--- src/rtl/avln_st_pkt_fifo.sv ---
// Avalon-ST FIFO with optional store-and-forward packet mode, packet/fill
// accounting and ingress framing-error detection.
module avln_st_pkt_fifo #(
    parameter int W        = 32,
    parameter int B        = 8,
    parameter int DEPTH    = 16,
    parameter int PKT_MODE = 0,
    localparam int BPW     = W / B,
    localparam int EW      = (BPW > 1) ? $clog2(BPW) : 1,
    localparam int AW      = $clog2(DEPTH)
) (
    input  logic          clk,
    input  logic          reset,
    input  logic [W-1:0]  in_data,
    input  logic          in_sop,
    input  logic          in_eop,
    input  logic [EW-1:0] in_empty,
    input  logic          in_valid,
    output logic          in_ready,
    output logic [W-1:0]  out_data,
    output logic          out_sop,
    output logic          out_eop,
    output logic [EW-1:0] out_empty,
    output logic          out_valid,
    input  logic          out_ready,
    output logic [AW:0]   fill_level,
    output logic [AW:0]   pkt_count,
    output logic          framing_err
);

    typedef struct packed {
        logic          sop;
        logic          eop;
        logic [EW-1:0] empty;
        logic [W-1:0]  data;
    } beat_t;

    beat_t       mem [DEPTH];
    beat_t       head;
    logic [AW:0] wr_ptr;
    logic [AW:0] rd_ptr;
    logic        is_full;
    logic        is_empty;
    logic        push;
    logic        pop;
    logic        draining;
    logic        in_pkt;

    // The extra pointer MSB separates the full and empty cases at equal indices.
    assign is_empty   = (wr_ptr == rd_ptr);
    assign is_full    = (wr_ptr[AW] != rd_ptr[AW]) && (wr_ptr[AW-1:0] == rd_ptr[AW-1:0]);
    assign fill_level = wr_ptr - rd_ptr;

    assign in_ready = !is_full && !reset;
    assign push     = in_valid && in_ready;
    assign pop      = out_valid && out_ready;

    assign head      = mem[rd_ptr[AW-1:0]];
    assign out_data  = head.data;
    assign out_sop   = head.sop;
    assign out_eop   = head.eop;
    assign out_empty = head.empty;

    // Store-and-forward holds the head back until a whole packet is stored,
    // unless a packet is already leaving or the buffer is full (oversize escape).
    always_comb begin
        out_valid = !is_empty;
        if (PKT_MODE != 0) begin
            out_valid = !is_empty && ((pkt_count != '0) || draining || is_full);
        end
    end

    always_ff @(posedge clk) begin
        if (push) begin
            mem[wr_ptr[AW-1:0]] <= {in_sop, in_eop, in_empty, in_data};
        end
    end

    always_ff @(posedge clk or posedge reset) begin
        if (reset) begin
            wr_ptr      <= '0;
            rd_ptr      <= '0;
            pkt_count   <= '0;
            draining    <= 1'b0;
            in_pkt      <= 1'b0;
            framing_err <= 1'b0;
        end else begin
            if (push) begin
                wr_ptr <= wr_ptr + (AW+1)'(1);
            end
            if (pop) begin
                rd_ptr   <= rd_ptr + (AW+1)'(1);
                draining <= !head.eop;
            end
            case ({push && in_eop, pop && head.eop})
                2'b10:   pkt_count <= pkt_count + (AW+1)'(1);
                2'b01:   pkt_count <= pkt_count - (AW+1)'(1);
                default: pkt_count <= pkt_count;
            endcase
            // Offending beats are still stored; the tracker simply follows them.
            framing_err <= push && ((in_sop && in_pkt) || (!in_sop && !in_pkt));
            if (push) begin
                if (in_eop) begin
                    in_pkt <= 1'b0;
                end else if (in_sop) begin
                    in_pkt <= 1'b1;
                end
            end
        end
    end

endmodule

--- config.mk ---
export PLATFORM = sky130hd
export DESIGN_NAME = avln_st_pkt_fifo
export DESIGN_NICKNAME = d
export VERILOG_FILES = /design/src/rtl/avln_st_pkt_fifo.sv
export SDC_FILE = /design/constraint.sdc
export NUM_CORES = 1
export LEC_CHECK = 0
export BUFFER_PORTS_ARGS = -buffer_cell sky130_fd_sc_hd__buf_2
export CORE_UTILIZATION = 55
export CTS_CLUSTER_DIAMETER = 150
export CTS_CLUSTER_SIZE = 16
export DETAILED_ROUTE_END_ITERATION = 7
export PLACE_DENSITY_LB_ADDON = 0.3
export SLEW_MARGIN = 20
export SYNTH_ARGS = -nofsm -noshare
export SYNTH_HDL_FRONTEND = slang
export SYNTH_SLANG_ARGS = --single-unit
export TNS_END_PERCENT = 5
--- constraint.sdc ---
create_clock -name clk -period 6.8 [get_ports clk]
set_clock_uncertainty 0.1 [all_clocks]
set_input_delay 1.36 -clock clk [delete_from_list [all_inputs] [get_ports clk]]
set_output_delay 1.36 -clock clk [all_outputs]
set_load 0.05 [all_outputs]
# == Yosys cells after proc, flatten, opt, wreduce, memory -nomap -nowiden ==
# Memories as Yosys holds them, arrays and structs flattened.
# Cells that the tools add are included.
# word_totals
ff_bits,17
latch_bits,0
ram_bits,576
mem_bits_ro,0
in_bits,40
out_inout_bits,49
word_cells,39
n_memories,1
# classes
n_addsub,5
n_mul,0
n_div,0
n_lt_le_gt_ge,0
eq_ne,5
shifts,0
muxes,5
bitwise_logic,0
n_reduce_logical,18
# memory_table
name,words,word_bits,read_ports,rd_ports_with_merged_regs,wr,line_no,text
mem,16,36,1,0,1,38,beat_t mem [DEPTH];
# ops
cell,count
adder 5 x 1 -> 5 bit (second input constant),3
one-hot mux 5 bit (2 select lines),1
logical AND 1 bit,9
equality test 5 bit,1
zero test 1 bit,5
subtractor 5 x 1 -> 5 bit (second input constant),1
subtractor 5 bit,1
equality test 4 bit,1
2-to-1 mux 1 bit,4
nonzero test 2 bit,2
equality test 2 x 1 -> 1 bit (second input constant),1
equality test 2 bit (second input constant),1
AND reduction 2 bit,1
logical OR 1 bit,1
!= test 1 bit,1

# == Longest topological paths before layout ==
# Gate-level depths: netlist of run 1.
# depth
ltp_word,8
mapped_depth,14
depth_no_buf,12

# == Worst setup path before layout of run 1 ==
# Ideal clock, no wire load.
# synth_path
path_type,input-to-reg
from,input reset
to,memory mem[0][0] in the netlist's numbering (enable)
setup_time_ns,0.474
t_arrival_ns,4.408
required_time_ns,6.226
path_slack_ns,1.818
stages,4
path_buffers,1
path_cell_list,a211oi_1 > buf_2 > nand2_1 > nor3_1
# synth_between
elab_chain_len,5
# synth_rtl
element,line_no,text
from (decl),13,"input logic reset,"
zero test 1 bit (no source line),-,
logical AND 1 bit,54,assign in_ready = !is_full && !reset;
logical AND 1 bit,55,assign push = in_valid && in_ready;
2-to-1 mux 1 bit,74,if (push) begin
2-to-1 mux 1 bit (implied by the code),75,"mem[wr_ptr[AW-1:0]] <= {in_sop, in_eop, in_empty, in_data};"
to (decl),38,
# No other way between the ends.

# == Worst setup path in the final report of run 1 ==
# layout_path
from,register rd_ptr[1]
to,output out_eop
# layout_between
elab_chain_len,1
# layout_rtl
element,line_no,text
from (decl),41,logic [AW:0] rd_ptr;
from (signal assigned),92,rd_ptr <= rd_ptr + (AW+1)'(1);
memory (16 x 36 bit),-,
to (decl),22,"output logic out_eop,"
# No other way between the ends.

==> results.json, run 1 <==
{
  "ys_seq_elements": 593,
  "postSynthCellCount": 1011,
  "synth_edf_count": 576,
  "worstHoldPathType": "flop to flop",
  "drc_errors": 0,
  "r2r_cells": 9,
  "yosys_most_used_dff": "edfxtp_1",
  "final_cell_mix": "edfxtp_1, mux4_2, buf_2, a22oi_1, nand2_1",
  "cp-end-kind": "primary output",
  "final_layout_size_suffix_gt1_frac": 0.2819,
  "grt_pass1_wl_um": 70640,
  "hpwlAfterDp_um": 24950,
  "period_share": 0.7214,
  "hold_viol": 0,
  "fin_tns_setup_ps": 0,
  "io_buffers": 88,
  "rsz0062_at_grt": "false",
  "grt_pass1_vias": 10979,
  "cts_tree": "built",
  "ys_types": 39,
  "yosys.area.top_type": "edfxtp_1",
  "antenna_found_initial": 2,
  "fp.coreArea_sq_mm": 0.04083,
  "dr_total_vias": 10449,
  "clkSinkCount": 593,
  "syn_to_final_growth_pct": 10.46,
  "synthTopCellsByArea": "edfxtp_1, mux4_2, a22oi_1, dfrtp_1, nand2_1",
  "drv_cap": 0,
  "synth.top_cell.area_share": 0.7609,
  "grt_max_degree": 79,
  "clk_pin_slew_ps": 70,
  "syn_area_per_cell_sq_um": 22.48,
  "htreeDepth": 2,
  "nets": 1173,
  "power_density_mw_per_mm2": 424.8,
  "period_minus_slack_ps": 4905,
  "ir_drop_mv": 0.4059,
  "grt_overflow": 0,
  "num_rows": 74,
  "drtIter0Drc": 1024,
  "wire_per_inst_um": 28.18,
  "num_io_pins": 89,
  "start_kind": "flop",
  "die_h_um": 205.3,
  "leakagePower_nw": 8.042,
  "clockBufferDepth": 3,
  "slew_violations": 0,
  "drt-total-wl_um": 47040,
  "start_util": 0.5567,
  "grtUsageTotal": 0.2344,
  "critPathRequiredTime_ps": 5340,
  "dr.pass1.iters": 5,
  "holdPathStages": 1,
  "holdBufCountCts": 0,
  "status": "completed",
  "max_freq_mhz": 203.9,
  "dieWidth_um": 205.3,
  "async_flop_share": 0.02867,
  "viasPerCell": 6.261,
  "relSlewSlack": 0.2579,
  "critical_path_class": "flop to primary output",
  "syn-num-nets": 1066,
  "die_area_sq_mm": 0.04215,
  "gp_congestion": 0.7556,
  "cts_made_buffers": 43,
  "crit_arrival_ps": 3450,
  "post_cts_resized": 0,
  "final-setup-viol-count": 0,
  "crit_path_max_fanout": 78,
  "ant_nets": 0,
  "setup_slack_ps": 1895,
  "final_core_util": 0.6149,
  "cts_setup_buffers": 0,
  "ys_seq_area_frac": 0.7797,
  "syn_area_sq_mm": 0.02273,
  "clkLatencyLatePin_ps": 560,
  "pre_cts_slack_ps": 2433,
  "tightestPinTransition_ps": 1111,
  "ys_warn_count": 0,
  "final_common_cell": "edfxtp_1",
  "cts-root-buf": "clkbuf_16"
}
-- power by group --
part / total [mW] / internal [mW] / switching [mW]
Sequential: 4.52 / 4.24 / 0.283
Clock: 2.35 / 1.21 / 1.14
Combinational: 3.79 / 1.36 / 2.43
-- flip-flops by register name (all words and copies together) (netlist names) --
signal	flops
mem	576
pkt_count	5
rd_ptr	5
wr_ptr	5
framing_err	1
in_pkt	1
-- final timing paths --
path,from,to,slack [ps]
max,rd_ptr[1],out_eop,1890
min in group asynchronous,reset,framing_err,830
max reg2reg,rd_ptr[1],pkt_count[4],2440
max in group asynchronous,reset,rd_ptr[1],5270
min reg2reg,wr_ptr[4],wr_ptr[4],430
min,wr_ptr[4],wr_ptr[4],430
-- Yosys cell counts (2+ instances only) --
master and count:
edfxtp_1 576, mux4_2 139, a22oi_1 70, nand2_1 49, clkbuf_1 23, dfrtp_1 17, nor2_1 17, buf_2 15
inv_1 14, xnor2_1 14, ha_1 13, a21oi_1 8, buf_6 5, mux4_1 5, o21ai_0 5, nor3_1 4
a21o_1 3, buf_8 3, nand2b_1 3, xor2_1 3, a211oi_1 2, buf_1 2, fa_1 2, nand3_1 2
nand3b_1 2, nand4_1 2
-- metrics by stage --
step,total power [mW],instances,area [sq um],hold WS (ps)
final,10.67,1669,25110,434.1
after detailed placement,8.445,1605,23900,422.7
after global placement,8.395,1605,23900,416.8
after global routing,11.11,1668,25110,458.3
after floorplan,7.456,1011,22730,397.7
after CTS,10.77,1667,25100,437.1
-- worst max-delay path, cell delays in order, from the launching register on --
cell	delay [ps]
dfrtp_4	1140
buf_12	490
mux4_2	570
mux2i_1	250
a21oi_1	110
buf_2	230
-- cells by family (layout without fill, tap and decap cells) --
logic type | count (synthesis) | count (layout) | synth area share
xor gates and xnor gates | 17 | 17 | 0.006551
buffers and inverters | 64 | 188 | 0.01541
muxes | 146 | 146 | 0.1444
adders and majority gates | 15 | 15 | 0.008918
DFF | 593 | 593 | 0.7797
AOI/OAI and AO/OA | 93 | 93 | 0.02956
and+or+nand+nor | 83 | 83 | 0.01547
other | 0 | 2 | 0
-- final cells by class --
class	instances	area, sq um
Inverter	14	52.55
Tap cell	532	665.6
Fill cell	2765	15720
Antenna cell	2	5.005
Clock buffer	61	1186
Clock inverter	1	16.27
Timing Repair Buffer	112	658.1
Sequential cell	593	17730
Multi-Input combinational cell	354	4796
-- layer usage --
metal  global-route usage  part of all wire  routed length, um
met1               0.3173              0.40              19050
met4              0.06058             0.017                818
met5                    0                 0                  0
met3              0.03326             0.049               2322
met2               0.4036              0.53              24850
Note: power is estimated with default switching activity, not from simulation.
==> inputs of run 2 (changes only) <==
--- a/config.mk
+++ b/config.mk
@@ -5,6 +5,7 @@
 export SDC_FILE = /design/constraint.sdc
 export NUM_CORES = 1
 export LEC_CHECK = 0
+export ABC_AREA = 1
 export BUFFER_PORTS_ARGS = -buffer_cell sky130_fd_sc_hd__buf_2
 export CORE_UTILIZATION = 55
 export CTS_CLUSTER_DIAMETER = 150
==> constraint.sdc (replaced) <==
create_clock -name clk -period 4.81 [get_ports clk]
set_clock_uncertainty 0.1 [all_clocks]
set_input_delay 0.962 -clock clk [delete_from_list [all_inputs] [get_ports clk]]
set_output_delay 0.962 -clock clk [all_outputs]
set_load 0.05 [all_outputs]
==> run 2 against run 1 <==
  * Sequential power grew 36%
  * Via count grew 44%
  * First-iteration DRC count grew 35%
  * Power grew 52%
  * Global-route usage grew 0.60 points
  * Critical endpoint is now out_data[12]
  * Flip-flop and latch count is the same
  * Core utilization shrank 0.61 points
  * Clock power grew 40%
  * Final cell count grew 61%
  * Cell area grew 4.9%
  * Critical path type unchanged
==> results.json, run 2 <==
{
  "pwr-share-clk": 0.203,
  "final_layout_size_suffix_gt1_frac": 0.09286,
  "crit_path_max_fanout": 209,
  "die_area_sq_mm": 0.04482,
  "start_kind": "flop",
  "cp-end-kind": "primary output",
  "n_antenna_cell": 0,
  "cp_slowest_cell": "buf_12",
  "final_common_cell": "edfxtp_1",
  "grt_max_degree": 210,
  "clkLatencyLatePin_ps": 560,
  "hpwlAfterDp_um": 26450,
  "drc_errors": 0,
  "grt_overflow": 0,
  "dieWidth_um": 211.7,
  "yosys_most_used_dff": "edfxtp_1",
  "setup_slack_ps": 876.8,
  "rsz0062_at_grt": "false",
  "period_minus_slack_ps": 3933,
  "grt_pass1_wl_um": 80690,
  "cts_setup_buffers": 0,
  "cts_made_buffers": 43,
  "async_flop_share": 0.02867,
  "dr_total_vias": 15050,
  "regArea_sq_mm": 0.01773,
  "synth_edf_count": 576,
  "final_cell_mix": "edfxtp_1, nor2_1, o21ai_0, nand2_1",
  "drv_cap": 0,
  "grt_pass1_vias": 14392,
  "antenna_found_initial": 1,
  "clkSinkCount": 593,
  "power_density_mw_per_mm2": 615.6,
  "fin_tns_setup_ps": 0,
  "max_freq_mhz": 254.2,
  "grtUsageTotal": 0.2404,
  "largest_reg_flops": 576,
  "syn_area_sq_mm": 0.02419,
  "dr.pass1.iters": 5,
  "drtIter0Drc": 1381,
  "drt-total-wl_um": 52880,
  "hold_viol": 0,
  "wire_per_inst_um": 19.70,
  "power.internal_mw": 9.400,
  "slew_violations": 0,
  "syn-num-nets": 2094,
  "num_io_pins": 89,
  "synth_commonest_cells": "edfxtp_1, nor2_1, o21ai_0",
  "num-fill-cells": 3295,
  "yosys.cell_count.top_type": "edfxtp_1",
  "io_buffers": 88,
  "pwr-share-seq": 0.379,
  "fp.coreArea_sq_mm": 0.04327,
  "worstHoldPathType": "primary input to async pin",
  "syn_to_final_growth_pct": 8.908,
  "post_cts_resized": 0,
  "yosys.area.top_type": "edfxtp_1",
  "multiInputGateArea_sq_mm": 0.005705,
  "holdBufCountCts": 0,
  "dpl.cell_count": 2632,
  "num_rows": 76,
  "power_mw": 16.22,
  "viasPerCell": 5.605,
  "r2r-start": "rd_ptr[3]",
  "ant_nets": 0,
  "path_cells": "buf_12 > nor2_1 > nor2_1 > o21ai_0 > nand3_1 > nand3_1 > nand2_1 > buf_2",
  "crit_path_start": "rd_ptr[0]",
  "gp_congestion": 0.7849,
  "clockBufferDepth": 3,
  "final-setup-viol-count": 0,
  "synthTopCellsByArea": "edfxtp_1, nor2_1, o21ai_0, nand2_1, nand3_1",
  "start_util": 0.5591,
  "crit_arrival_ps": 2870,
  "max_stage_delay_ps": 610,
  "cts_tree": "built",
  "switching_share": 0.4203,
  "ys_warn_count": 0,
  "pwr-share-comb": 0.418,
  "ys_seq_elements": 593,
  "tightestPinTransition_ps": 1035,
  "ys_seq_area_frac": 0.7327,
  "pre_cts_slack_ps": 1280,
  "final_cells": 2685,
  "ir_drop_mv": 1.189,
  "critPathRequiredTime_ps": 3750,
  "leakagePower_nw": 9.273,
  "htreeDepth": 2,
  "nets": 2147,
  "cts-root-buf": "clkbuf_16",
  "period_share": 0.8177,
  "syn_area_per_cell_sq_um": 11.86,
  "status": "completed",
  "postSynthCellCount": 2039,
  "power.net_switching_mw": 6.816,
  "ys_types": 24,
  "clk_pin_slew_ps": 70,
  "cp_num_buf_inv": 2,
  "synth.top_cell.area_share": 0.7151,
  "timing.hold.ws_ps": 326.8,
  "relSlewSlack": 0.3099,
  "crit_family": "buffers and inverters",
  "critical_path_class": "flop to primary output",
  "die_h_um": 211.7
}
[run 2: cell types whose count changed in the layout (fill, tap and decap cells not counted), moves of 43 or more]
cell	previous run	this run
nor2_1	2	531
o21ai_0	5	288
mux4_2	139	0
nand3_1	2	88
inv_1	14	57
a22oi_1	70	0
nand2_1	49	273
[run 2: layout make-up]
type / instances / share of cell area
clock buffer: 52 / 0.04374
clock inverter: 1 / 0.0006175
inverter: 62 / 0.009119
multi-input combinational: 1269 / 0.2166
sequential: 593 / 0.6731
tap: 585 / 0.02779
timing repair buffer: 123 / 0.02907
[run 2: power groups by stage]
stage	Sequential [mW]	Combinational, mW	Clock [mW]
2_1_floorplan	6.26	5.10	0
3_3_place_gp	6.24	6.70	0
3_5_place_dp	6.26	6.80	0
4_1_cts	6.14	6.83	3.34
5_1_grt	6.16	7.45	3.51
6_report	6.14	6.78	3.29
[run 2: cell families after synthesis]
kind of cell               Yosys count  share of synthesized area
and+or+nand+nor                    913                     0.1476
buffers and inverters              177                    0.03517
DFF                                593                     0.7327
AOI/OAI and AO/OA                  328                    0.07149
xor gates and xnor gates            13                   0.004707
adders and majority gates           15                   0.008380
[run 2: per-layer routing]
layer	wire (um)	vias up	track usage
li1	-	7149	-
met1	22850	7275	0.3380
met5	18	-	0
met2	25280	538	0.3933
met4	1262	2	0.07796
met3	3476	86	0.02982
[run 2: worst paths after layout]
kind	slack, ps	cells past startpoint	end
worst min register to register	430	2	pkt_count[4]
worst min-delay path	330	3	rd_ptr[4]
worst max register to register	1250	8	mem[14][17]
min in group clk	430	2	pkt_count[4]
worst max-delay path	880	8	out_data[12]
max in group asynchronous	4040	3	rd_ptr[0]
[run 2: metrics by stage]
stage,cell area (sq um),utilization
after floorplan,24190,-
after global placement,25170,0.5818
after detailed placement,25170,0.5818
after CTS,26340,0.6088
after global routing,26340,0.6088
final,26340,0.6088
[run 2: worst register-to-register path: stages (launching register included)]
cell and delay [ps]:
dfrtp_1 390, inv_2 580, ha_1 420, nand2_1 100, nor2_1 60, nand2_1 100, nand3_2 490, nor3_2 320
buf_4 600
==> inputs of run 3 (changes only) <==
--- a/config.mk
+++ b/config.mk
@@ -5,7 +5,7 @@
 export SDC_FILE = /design/constraint.sdc
 export NUM_CORES = 1
 export LEC_CHECK = 0
-export ABC_AREA = 1
+export ABC_AREA = 0
 export BUFFER_PORTS_ARGS = -buffer_cell sky130_fd_sc_hd__buf_2
 export CORE_UTILIZATION = 55
 export CTS_CLUSTER_DIAMETER = 150
==> constraint.sdc (replaced) <==
create_clock -name clk -period 3.2 [get_ports clk]
set_clock_uncertainty 0.1 [all_clocks]
set_input_delay 0.64 -clock clk [delete_from_list [all_inputs] [get_ports clk]]
set_output_delay 0.64 -clock clk [all_outputs]
set_load 0.05 [all_outputs]
==> run 3 against run 2 <==
  * The run now ends with setup timing left
  * Largest power group unchanged
  * Non-clock buffer count increased by 46
  * Critical path type unchanged
  * Flip-flop and latch count unchanged
  * First-iteration DRC count decreased by 32%
  * Highest routed layer unchanged
  * Clock-buffer cell count decreased by 1
  * Register-to-register slack got worse by 1100 ps
  * Cell area increased by 1.2%
  * Hold slack got worse by 230 ps
==> results.json, run 3 (synthesis results as in run 1) <==
{
  "status": "complete, but fails checks",
  "violations": "setup timing",
  "final-setup-viol-count": 19,
  "nets": 1230,
  "power_mw": 24.97,
  "clk_pin_slew_ps": 80,
  "cp_num_buf_inv": 4,
  "critPathRequiredTime_ps": 2460,
  "num_rows": 74,
  "leakagePower_nw": 8.596,
  "clkLatencyLatePin_ps": 590,
  "antenna_found_initial": 2,
  "switching_share": 0.3589,
  "die_h_um": 205.3,
  "dr.pass1.iters": 5,
  "start_kind": "flop",
  "drc_errors": 0,
  "final_layout_size_suffix_gt1_frac": 0.3797,
  "crit_path_max_fanout": 8,
  "num-fill-cells": 2563,
  "drtIter0Drc": 936,
  "rsz0062_at_grt": "true",
  "max_stage_delay_ps": 530,
  "crit_arrival_ps": 2540,
  "period_minus_slack_ps": 3281,
  "fp.coreArea_sq_mm": 0.04083,
  "relSlewSlack": 0.5118,
  "final_common_cell": "edfxtp_1",
  "cts-root-buf": "clkbuf_16",
  "clockBufferDepth": 3,
  "critical_path_class": "flop to primary output",
  "htreeDepth": 2,
  "io_buffers": 88,
  "hpwlAfterDp_um": 25810,
  "cp-end-kind": "primary output",
  "grt_overflow": 0,
  "ir_drop_mv": 0.8366,
  "power_density_mw_per_mm2": 937.0,
  "drt-total-wl_um": 48720,
  "ant_nets": 0,
  "pwr-share-comb": 0.433,
  "tightestPinTransition_ps": 731.5,
  "largest_reg_flops": 576,
  "num_io_pins": 89,
  "wire_per_inst_um": 28.36,
  "worstHoldPathType": "primary input to async pin",
  "cts_made_buffers": 43,
  "power.net_switching_mw": 8.961,
  "max_freq_mhz": 304.7,
  "dr_total_vias": 10812,
  "crit_family": "buffers and inverters",
  "holdBufCountCts": 0,
  "gp_congestion": 0.8046,
  "slew_violations": 0,
  "setup_slack_ps": -81.42,
  "path_cells": "buf_16 > buf_12 > buf_16 > mux4_2 > a22oi_2 > nand2_1 > buf_6",
  "grtUsageTotal": 0.2438,
  "drv_cap": 0,
  "power.internal_mw": 16.01,
  "final_cell_mix": "edfxtp_1, mux4_2, a22oi_2, buf_2, clkbuf_16",
  "grt_max_degree": 57,
  "grt_pass1_vias": 11230,
  "final_core_util": 0.6526,
  "cp_slowest_cell": "dfrtp_4",
  "clkSinkCount": 593,
  "crit_path_frequent_cell": "buf_16",
  "hold_viol": 0,
  "period_share": 1.025,
  "fin_tns_setup_ps": -658.7,
  "start_util": 0.5567,
  "die_area_sq_mm": 0.04215,
  "viasPerCell": 6.293,
  "syn_to_final_growth_pct": 17.23,
  "cts_tree": "built",
  "pwr-share-clk": 0.197,
  "grt_pass1_wl_um": 72510,
  "pwr-share-seq": 0.370,
  "dieWidth_um": 205.3
}
-- run 3: cell types whose count changed in the layout (fill, tap and decap cells not counted), sizes merged, moves of 7 or more --
cell	delta
nor2	-515
o21ai	-283
nand2	-224
mux4	+144
nand3	-87
a22oi	+70
inv	-46
buf	+44
o211ai	-34
nor3	-11
xnor2	+11
xor2	-7
-- run 3: path summary, 6_finish.rpt --
check	startpoint	endpoint	slack, ps	depth (start not counted)
max in group asynchronous	reset	rd_ptr[0]	2360	2
setup / recovery	rd_ptr[0]	out_data[24]	-80	7
hold / removal	reset	pkt_count[4]	100	2
hold reg to reg	pkt_count[2]	pkt_count[2]	440	2
setup reg to reg	rd_ptr[0]	pkt_count[4]	130	10
min in group clk	in_data[1]	mem[13][1]	320	1
-- run 3: layer usage --
layer,vias to the layer above,track usage,routed length (um)
met2,419,0.3954,24240
met5,-,0,13
met1,5751,0.3498,20040
met3,78,0.03294,3296
li1,4562,-,-
met4,2,0.07460,1142
-- run 3: through the flow --
step           instance area (sq um)  setup WS, ps  instances  hold slack, ps
6_report                       26650        -81.42       1718           100.9
5_1_grt                        26640        -167.6       1717           160.0
4_1_cts                        26590        -121.5       1718           99.81
3_5_place_dp                   24470         118.9       1639           421.4
3_3_place_gp                   24470         220.7       1639           416.6
2_1_floorplan                  22820        -65.60       1011           397.7
-- run 3: area by class of cell --
class | instances | area, sq um | area share
diodes | 1 | 2.502 | 0.00009391
clock buffers | 51 | 1106 | 0.04151
clock inverters | 4 | 68.82 | 0.002583
inverters | 14 | 52.55 | 0.001972
multi-input cells | 354 | 5125 | 0.1923
flip-flops and latches | 593 | 17730 | 0.6654
well taps | 532 | 665.6 | 0.02498
repair buffers | 169 | 1897 | 0.07118
-- run 3: power groups by stage --
stage               clock network (mW)  logic, mW  registers, mW
floorplan                            0       6.50           9.41
global placement                     0       8.84           9.37
detailed placement                   0       8.90           9.39
CTS                               5.03       10.8           9.23
global route                      5.28       11.4           9.27
finish                            4.93       10.8           9.23
-- run 3: repair_timing --
item                                    in CTS  in global routing
gates cloned                                10                  1
gates resized for setup                    139                 32
pin swaps                                   39                 29
setup buffers                               14                  4
endpoints found under the setup margin      37                 37
